<file path="src/rtl/scarv_soc_mem_pkg.sv">
// Shared definitions for the SoC memory adapters.
//   ADDR_W/DATA_W/STRB_W : request/response bus field widths
//   mem_state_t          : adapter response-stage states
package scarv_soc_mem_pkg;

  localparam int unsigned ADDR_W = 32;
  localparam int unsigned DATA_W = 32;
  localparam int unsigned STRB_W = 4;

  typedef enum logic [1:0] {
    IDLE   = 2'd0,
    ACCESS = 2'd1,
    HOLD   = 2'd2
  } mem_state_t;

endpackage

</file>
<file path="src/rtl/scarv_soc_rsp_hold.sv">
// Response hold register: captures a response (data + error) so it survives
// back-pressure, and selects between the live and the held copy.
//   g_clk, g_resetn     : clock, asynchronous active-low reset
//   load                : capture in_rdata/in_error this cycle
//   sel                 : 1 = present held copy, 0 = pass live inputs through
//   in_rdata, in_error  : live response
//   out_rdata, out_error: selected response
module scarv_soc_rsp_hold
  import scarv_soc_mem_pkg::*;
(
  input  logic              g_clk,
  input  logic              g_resetn,
  input  logic              load,
  input  logic              sel,
  input  logic [DATA_W-1:0] in_rdata,
  input  logic              in_error,
  output logic [DATA_W-1:0] out_rdata,
  output logic              out_error
);

  logic [DATA_W-1:0] held_rdata;
  logic              held_error;

  always_ff @(posedge g_clk or negedge g_resetn) begin
    if (!g_resetn) begin
      held_rdata <= '0;
      held_error <= 1'b0;
    end else if (load) begin
      held_rdata <= in_rdata;
      held_error <= in_error;
    end
  end

  assign out_rdata = sel ? held_rdata : in_rdata;
  assign out_error = sel ? held_error : in_error;

endmodule

</file>
<file path="src/rtl/scarv_soc_bram_bus_adapter.sv">
// Valid/ready memory bus to single BRAM port adapter.
//   g_clk, g_resetn              : clock, asynchronous active-low reset
//   req_valid/ready/addr/wen/strb/wdata : request channel
//   rsp_valid/ready/rdata/error  : response channel (one outstanding request)
//   bram_en/wen/addr/wdata/rdata : BRAM port, 1-cycle read latency
// Accesses outside [BASE, BASE+DEPTH) or writes when WRITE_EN=0 complete with
// rsp_error=1 and never touch the BRAM.
module scarv_soc_bram_bus_adapter
  import scarv_soc_mem_pkg::*;
#(
  parameter logic [31:0] BASE     = 32'h0000_0000,
  parameter int unsigned DEPTH    = 1024,
  parameter bit          WRITE_EN = 1'b1,
  localparam int unsigned LW      = $clog2(DEPTH)
) (
  input  logic              g_clk,
  input  logic              g_resetn,
  input  logic              req_valid,
  output logic              req_ready,
  input  logic [ADDR_W-1:0] req_addr,
  input  logic              req_wen,
  input  logic [STRB_W-1:0] req_strb,
  input  logic [DATA_W-1:0] req_wdata,
  output logic              rsp_valid,
  input  logic              rsp_ready,
  output logic [DATA_W-1:0] rsp_rdata,
  output logic              rsp_error,
  output logic              bram_en,
  output logic [STRB_W-1:0] bram_wen,
  output logic [LW-1:0]     bram_addr,
  output logic [DATA_W-1:0] bram_wdata,
  input  logic [DATA_W-1:0] bram_rdata
);

  mem_state_t state, state_nxt;

  logic [ADDR_W-1:0] offset;
  logic              in_range;
  logic              req_err;
  logic              fire;
  logic              err_q;
  logic              wr_q;
  logic              hold_load;
  logic              hold_sel;
  logic [DATA_W-1:0] live_rdata;
  logic [DATA_W-1:0] sel_rdata;
  logic              sel_error;

  // Unsigned subtraction makes addresses below BASE wrap to huge offsets,
  // so a single compare covers both window edges.
  assign offset   = req_addr - BASE;
  assign in_range = offset < DEPTH;
  assign req_err  = !in_range || (req_wen && !WRITE_EN);

  // Kept outside the FSM block so fire does not loop back through it.
  assign req_ready = (state == IDLE) || rsp_ready;
  assign fire      = req_valid && req_ready;

  assign bram_en    = fire && !req_err;
  assign bram_wen   = (bram_en && req_wen) ? req_strb : '0;
  assign bram_addr  = offset[LW-1:0];
  assign bram_wdata = req_wdata;

  always_ff @(posedge g_clk or negedge g_resetn) begin
    if (!g_resetn) begin
      state <= IDLE;
      err_q <= 1'b0;
      wr_q  <= 1'b0;
    end else begin
      state <= state_nxt;
      if (fire) begin
        err_q <= req_err;
        wr_q  <= req_wen;
      end
    end
  end

  always_comb begin
    state_nxt = state;
    rsp_valid = 1'b0;
    hold_load = 1'b0;
    hold_sel  = 1'b0;
    case (state)
      IDLE: begin
        if (fire) state_nxt = ACCESS;
      end
      ACCESS: begin
        rsp_valid = 1'b1;
        if (rsp_ready) begin
          state_nxt = fire ? ACCESS : IDLE;
        end else begin
          hold_load = 1'b1;
          state_nxt = HOLD;
        end
      end
      HOLD: begin
        rsp_valid = 1'b1;
        hold_sel  = 1'b1;
        if (rsp_ready) state_nxt = fire ? ACCESS : IDLE;
      end
      default: state_nxt = IDLE;
    endcase
  end

  // BRAM data is only meaningful for successful reads.
  assign live_rdata = (err_q || wr_q) ? '0 : bram_rdata;

  scarv_soc_rsp_hold u_rsp_hold (
    .g_clk     (g_clk),
    .g_resetn  (g_resetn),
    .load      (hold_load),
    .sel       (hold_sel),
    .in_rdata  (live_rdata),
    .in_error  (err_q),
    .out_rdata (sel_rdata),
    .out_error (sel_error)
  );

  assign rsp_rdata = rsp_valid ? sel_rdata : '0;
  assign rsp_error = rsp_valid && sel_error;

endmodule

</file>
<file path="config.mk">
export PLATFORM = sky130hd
export DESIGN_NAME = scarv_soc_bram_bus_adapter
export DESIGN_NICKNAME = d
export VERILOG_FILES = /design/src/rtl/scarv_soc_mem_pkg.sv /design/src/rtl/scarv_soc_rsp_hold.sv /design/src/rtl/scarv_soc_bram_bus_adapter.sv
export SDC_FILE = /design/constraint.sdc
export NUM_CORES = 1
export LEC_CHECK = 0
export ABC_CLOCK_PERIOD_IN_PS = 1800
export CAP_MARGIN = 15
export CORE_MARGIN = 2
export CORE_UTILIZATION = 35
export CTS_CLUSTER_DIAMETER = 60
export DETAILED_ROUTE_END_ITERATION = 6
export HOLD_SLACK_MARGIN = 0.03
export PLACE_DENSITY = 0.9
export SYNTH_ARGS = -nofsm -noshare
export SYNTH_HDL_FRONTEND = slang
export SYNTH_SLANG_ARGS = --single-unit
</file>
<file path="constraint.sdc">
create_clock -name g_clk -period 1.8 [get_ports g_clk]
set_input_delay 0.18 -clock g_clk [delete_from_list [all_inputs] [get_ports g_clk]]
set_output_delay 0.18 -clock g_clk [all_outputs]
set_load 0.01 [all_outputs]
</file>
# Word-level counts from Yosys, hierarchy flattened
# Cells that the tools add are included.
dict set report word_totals {
  ff_bits 37
  out_inout_bits 82
}
dict set report classes {
  order_cmp 1
  n_eq_ne 4
  mux 14
  n_reduce_logical 10
}
# operator count
set ops {}
lappend ops {{2-to-1 mux 32 bit} 3}
lappend ops {{less-than comparator 32 x 11 -> 1 bit, second input constant} 1}
lappend ops {{2-to-1 mux 1 bit} 6}
lappend ops {{2-to-1 mux 2 bit} 3}
lappend ops {{one-hot mux 2 bit (3 select lines)} 1}
lappend ops {{logical AND 1 bit} 4}
lappend ops {{2-to-1 mux 4 bit} 1}
lappend ops {{inequality test 2 bit, second input constant} 2}
lappend ops {{equality test 2 x 1 -> 1 bit, second input constant} 1}
lappend ops {{equality test 2 bit, second input constant} 1}
lappend ops {{zero test 2 bit} 1}
lappend ops {{logical OR 1 bit} 2}
lappend ops {{AND reduction 2 bit} 1}
lappend ops {{OR reduction 2 bit} 1}
lappend ops {{zero test 1 bit} 1}

# Depth between registers and ports, before layout
# Gate-level depths: netlist of the first run.
dict set report logic_depth {
  depth_word 6
  ltp_mapped 7
}

# Hierarchy
# From an unflattened synthesis of the first run, not the netlist that was laid out.
dict set report unflattened {
  cells_unflattened 264
  area_unflattened_um2 3064.2
}
# mod instances cells_per_inst area_per_inst_um2
set modules_own_cells {}
lappend modules_own_cells {scarv_soc_rsp_hold 1 107 1936.9}
lappend modules_own_cells {scarv_soc_bram_bus_adapter 1 157 1127.3}

# Least setup slack after synthesis of the first run
# Ideal clock, no wire load.
dict set report synth_timing {
  path_type {reg-to-output}
  from {register state[0]}
  to {output port rsp_rdata[3]}
  arrival_time_ps 1383
  path_slack_ps 237
  path_stages_with_launch 5
  path_buffers 1
  cell_sequence {dfrtp_1 inv_1 ha_1 clkbuf_1 a21boi_0}
}
dict set report synth_between {
  elab_chain_cells 4
  elab_cells_between_ends 7
}
# element line_no
set synth_lines {}
lappend synth_lines {{start, declared} scarv_soc_bram_bus_adapter.sv:35} ;# mem_state_t state, state_nxt;
lappend synth_lines {{start signal, assigned} scarv_soc_bram_bus_adapter.sv:70} ;# state <= state_nxt;
lappend synth_lines {{equality test 2 bit / equality test 2 x 1 -> 1 bit (equally long branches)} scarv_soc_bram_bus_adapter.sv:83} ;# case (state)
lappend synth_lines {{OR reduction 2 bit (no line) *} n/a}
lappend synth_lines {{2-to-1 mux 1 bit *} scarv_soc_bram_bus_adapter.sv:83}
lappend synth_lines {{net rsp_valid} scarv_soc_bram_bus_adapter.sv:24} ;# output logic rsp_valid,
lappend synth_lines {{2-to-1 mux 32 bit *} scarv_soc_bram_bus_adapter.sv:119} ;# assign rsp_rdata = rsp_valid ? sel_rdata : '0;
lappend synth_lines {{end, declared} scarv_soc_bram_bus_adapter.sv:26} ;# output logic [DATA_W-1:0] rsp_rdata,
# Mark *: on every way through the listed nets, which the timed path passes. The rest lies on a longest branch.

# Worst setup path in the final report of the first run
dict set report layout_timing {
  from {register state[1]}
  to {output port rsp_rdata[0]}
}
dict set report layout_between {
  elab_chain_cells 4
  elab_cells_between_ends 7
}
# element line_no
set layout_lines {}
lappend layout_lines {{equality test 2 bit / equality test 2 x 1 -> 1 bit (equally long branches)} scarv_soc_bram_bus_adapter.sv:83}
lappend layout_lines {{2-to-1 mux 1 bit / OR reduction 2 bit (equally long branches)} n/a}
lappend layout_lines {{2-to-1 mux 32 bit / 2-to-1 mux 1 bit (equally long branches)} {scarv_soc_rsp_hold.sv:34, scarv_soc_bram_bus_adapter.sv:83}}
lappend layout_lines {{2-to-1 mux 32 bit *} scarv_soc_bram_bus_adapter.sv:119}
# Every way passes the cells marked *; elsewhere a longest branch is shown, timed or not.

==> results of run 1 <==
cell type report:
type	count	area share
Sequential cell	37	0.238
Clock buffer	7	0.0248
Inverter	5	0.00804
Tap cell	99	0.0318
Multi-Input combinational cell	230	0.355
Clock inverter	1	0.00129
Timing Repair Buffer	141	0.341
flip-flops by register name, indices dropped and copies added, names as in the netlist:
signal                 cells
err_q                      1
state                      2
u_rsp_hold.held_error      1
wr_q                       1
u_rsp_hold.held_rdata     32
what timing repair did:
action                                  4_1_cts  5_1_grt
pin swaps                                     9       19
endpoints found under the hold margin        37        0
cloned                                        3        1
endpoints found under the setup margin       40       38
gates resized for setup                     199       29
hold buffers                                  1        0
setup buffers                                13        6
worst paths after layout:
kind | start | to | slack [ns] | depth (start not counted)
worst max-delay path | state[1]$_DFFE_PN0P_ | rsp_rdata[0] | -0.01 | 8
worst min-delay path | req_addr[31] | err_q$_DFFE_PN0N_ | 0.35 | 4
worst max register to register | state[1]$_DFFE_PN0P_ | state[0]$_DFFE_PN0P_ | 0.07 | 8
worst min register to register | u_rsp_hold.held_rdata[6]$_DFFE_PN0P_ | u_rsp_hold.held_rdata[6]$_DFFE_PN0P_ | 0.48 | 2
max in group asynchronous | g_resetn | u_rsp_hold.held_rdata[5]$_DFFE_PN0P_ | 0.75 | 2
min in group asynchronous | g_resetn | u_rsp_hold.held_rdata[12]$_DFFE_PN0P_ | 0.53 | 2
layer usage:
layer  vias to the layer above  track usage
met4                         0       0.0654
met1                      1194        0.188
li1                       1249            -
met3                        22       0.0495
met5                         -            0
met2                       103        0.285
cell usage after synthesis (all sizes together) (2+ instances only):
master,number
a21boi,32
buf,60
clkbuf,5
dfrtp,37
ha,4
inv,5
mux2,2
nand2,100
nand2b,2
nand3,33
nor2,3
nor3,4
nor4,5
o21ai,35
power breakdown:
part	switching, mW	internal [mW]	leakage [nW]
Combinational	1.00	1.37	1.05
Sequential	0.0436	0.897	0.499
Clock	0.281	0.346	0.0542
Total	1.33	2.61	1.60
worst reg2reg max path, delay by kind of cell (launching register included):
kind	cells	cell delay, ns
flops	1	0.41
compound gates	3	0.48
fa+ha+maj	1	0.18
buf+inv	4	0.55
through the flow:
| step | util | setup WS [ns] | area [um^2] |
|---|---|---|---|
| floorplan | - | 0.237 | 2600 |
| global route | 0.539 | -0.0910 | 3890 |
| CTS | 0.515 | -0.0861 | 3720 |
| detailed placement | 0.480 | -0.306 | 3460 |
| global placement | 0.480 | -0.283 | 3460 |
| finish | 0.539 | -0.0121 | 3890 |
cell families after synthesis:
| logic type | synth area share |
|---|---|
| multiplexers | 0.0125 |
| flip-flops | 0.356 |
| AO/OA/AOI/OAI | 0.175 |
| buffers and inverters | 0.175 |
| adder cells (fa/ha/maj) | 0.0193 |
| AND/OR/NAND/NOR | 0.262 |
==> impl_metrics.csv, run 1 <==
group,metric,value,unit
sta,worst-slew-pin-transition,0.826,ns
sta,final_period_minus_worst_setup_slack,1.81,ns
drt,dr.pass1.iters,4,
finish,reg_area,926,um^2
die,die_x,90.2,um
sta,final_critical_path_setup_slack,-0.0121,ns
setup_path,timing.critical_path.arrival,1.63,ns
setup_path,critical-path-top-delay-family,"buffers and inverters",
yosys,syn-cell-area,2600,um^2
yosys,ys.flop_type,"sky130_fd_sc_hd__dfrtp_1",
placement,dp_hpwl,4640,um
placement,place.port_buffers,102,
sta,timing.final.hold_violations,0,
drt,route.top_layer_used,"met4",
finish,finalNetCount,529,
sta,grt_setup_unrepaired,"true",
yosys,yosysWarnings,0,
drt,met3WireLength,471,um
global_route,grt_antenna_before_repair,0,
sta,setup_violations,2,
setup_path,path_buf_inv,5,
drt,detail_route.wirelength.met1,2960,um
die,floorplan.die_area,8130,um^2
yosys,post-synth-top-area-cell,"sky130_fd_sc_hd__dfrtp_1",
power_and_ir_drop,power.static_leakage,1.60,nW
die,placementRows,31,
drt,wl_final,6920,um
sta,timing_max_transition_violations_final,0,
global_route,grt_usage,0.164,
yosys,syn_inst,337,
clock_network,numCtsBuffers,5,
global_route,globalRoute.totalOverflow,0,
yosys,synth-edff-count,0,
drt,routed_wire_length_per_instance,13.3,um
sta,finalSetupTns,-0.0238,ns
yosys,seq_area_frac_synth,0.356,
yosys,syn_nets,446,
sta,relSlewSlack,0.450,
die,die_y,90.2,um
job,max-cap-violations,0,
sta,final.setup_skew,0.00642,ns
drt,route.met2.wl,3380,um
drt,detail_route.drc_violations,0,
yosys,syn_avg_cell_area,7.72,um^2
sta,max_freq,552,MHz
finish,synthToLayoutAreaGrowth,49.6,%
setup_path,critical_path_peak_fanout,8,
outcome,outcome,"finished, violations left",
setup_path,startpoint_class,"flip-flop",
global_route,grt_start_max_net_pins,38,
setup_path,cp_cell_sequence,"buf_6, ha_4, clkinv_8, buf_12, buf_6, nand3_2, a21boi_1, buf_2",
power_and_ir_drop,power.density_cell_area,1010,nW/um^2
die,io-pin-count,187,
finish,filler_cell_count,675,
placement,place_inst,489,
clock_network,cts_tree,"built",
setup_path,critical_path_s_slowest_cell,"sky130_fd_sc_hd__dfrtp_1",
setup_path,worstPathRequired,1.62,ns
clock_network,clk_path_buf_depth,2,
sta,timing.final.crit_share,1.01,
drt,drt-vias-per-instance,4.94,
clock_network,cts_root_buffer,"sky130_fd_sc_hd__clkbuf_8",
yosys,yosys-top-cells-area,"sky130_fd_sc_hd__dfrtp_1, sky130_fd_sc_hd__nand2_1, sky130_fd_sc_hd__buf_4",
finish,most-common-layout-cells,"sky130_fd_sc_hd__nand2_1, sky130_fd_sc_hd__clkdlybuf4s50_1, sky130_fd_sc_hd__buf_2, sky130_fd_sc_hd__dfrtp_1, sky130_fd_sc_hd__o21ai_0",
global_route,grt_pass1_vias,2554,
global_route,grt_pass1_wl,11100,um
finish,drive_gt1_frac,0.285,
setup_path,critPathMaxStageDelay,0.41,ns
drt,antenna_left,0,
finish,diodes,0,
setup_path,timing.critical_path.mode_cell,"sky130_fd_sc_hd__buf_6",
drt,count_of_vias_placed_by_the_detailed_router,2568,
clock_network,clk_pin_slew_worst_paths,0.07,ns
yosys,synth_largest_type_area_fraction,0.356,
clock_network,clk-insertion-delay-late,0.28,ns
setup_path,criticalPathCategory,"flip-flop to output port",
placement,last_weighted_congestion_value_of_the_routability_driven_placer,0.787,
power_and_ir_drop,ir_worst_vdd,0.000526,V
clock_network,h-tree-depth,2,
yosys,postSynth.asyncResetShare,1.00,
hold_path,holdCritPathClass,"input pin to flip-flop",
clock_network,total_number_of_clock_tree_sinks,37,
outcome,violations_in_the_final_reports,"setup timing",
die,initial_utilization,0.360,
drt,drtIter0Drc,78,
yosys,synth_seq_cells,37,
power_and_ir_drop,totalPowerFinal,3.94,mW
sta,fin_hold_ws,0.350,ns
finish,multiInputGateArea,1380,um^2
yosys,synth.distinct_cells,32,
setup_path,timing.critical_path.to_type,"output port",
die,core_area,7210,um^2
finish,fin_cells,520,
finish,mostFrequentLayoutCell,"sky130_fd_sc_hd__nand2_1",
No activity file was read; power rests on OpenSTA's default activity.
==> run 2, diff against run 1 <==
- CAP_MARGIN: 15 -> not set
==> results of run 2 <==
The final DEF is identical to that of run 1; final timing and power are the same.
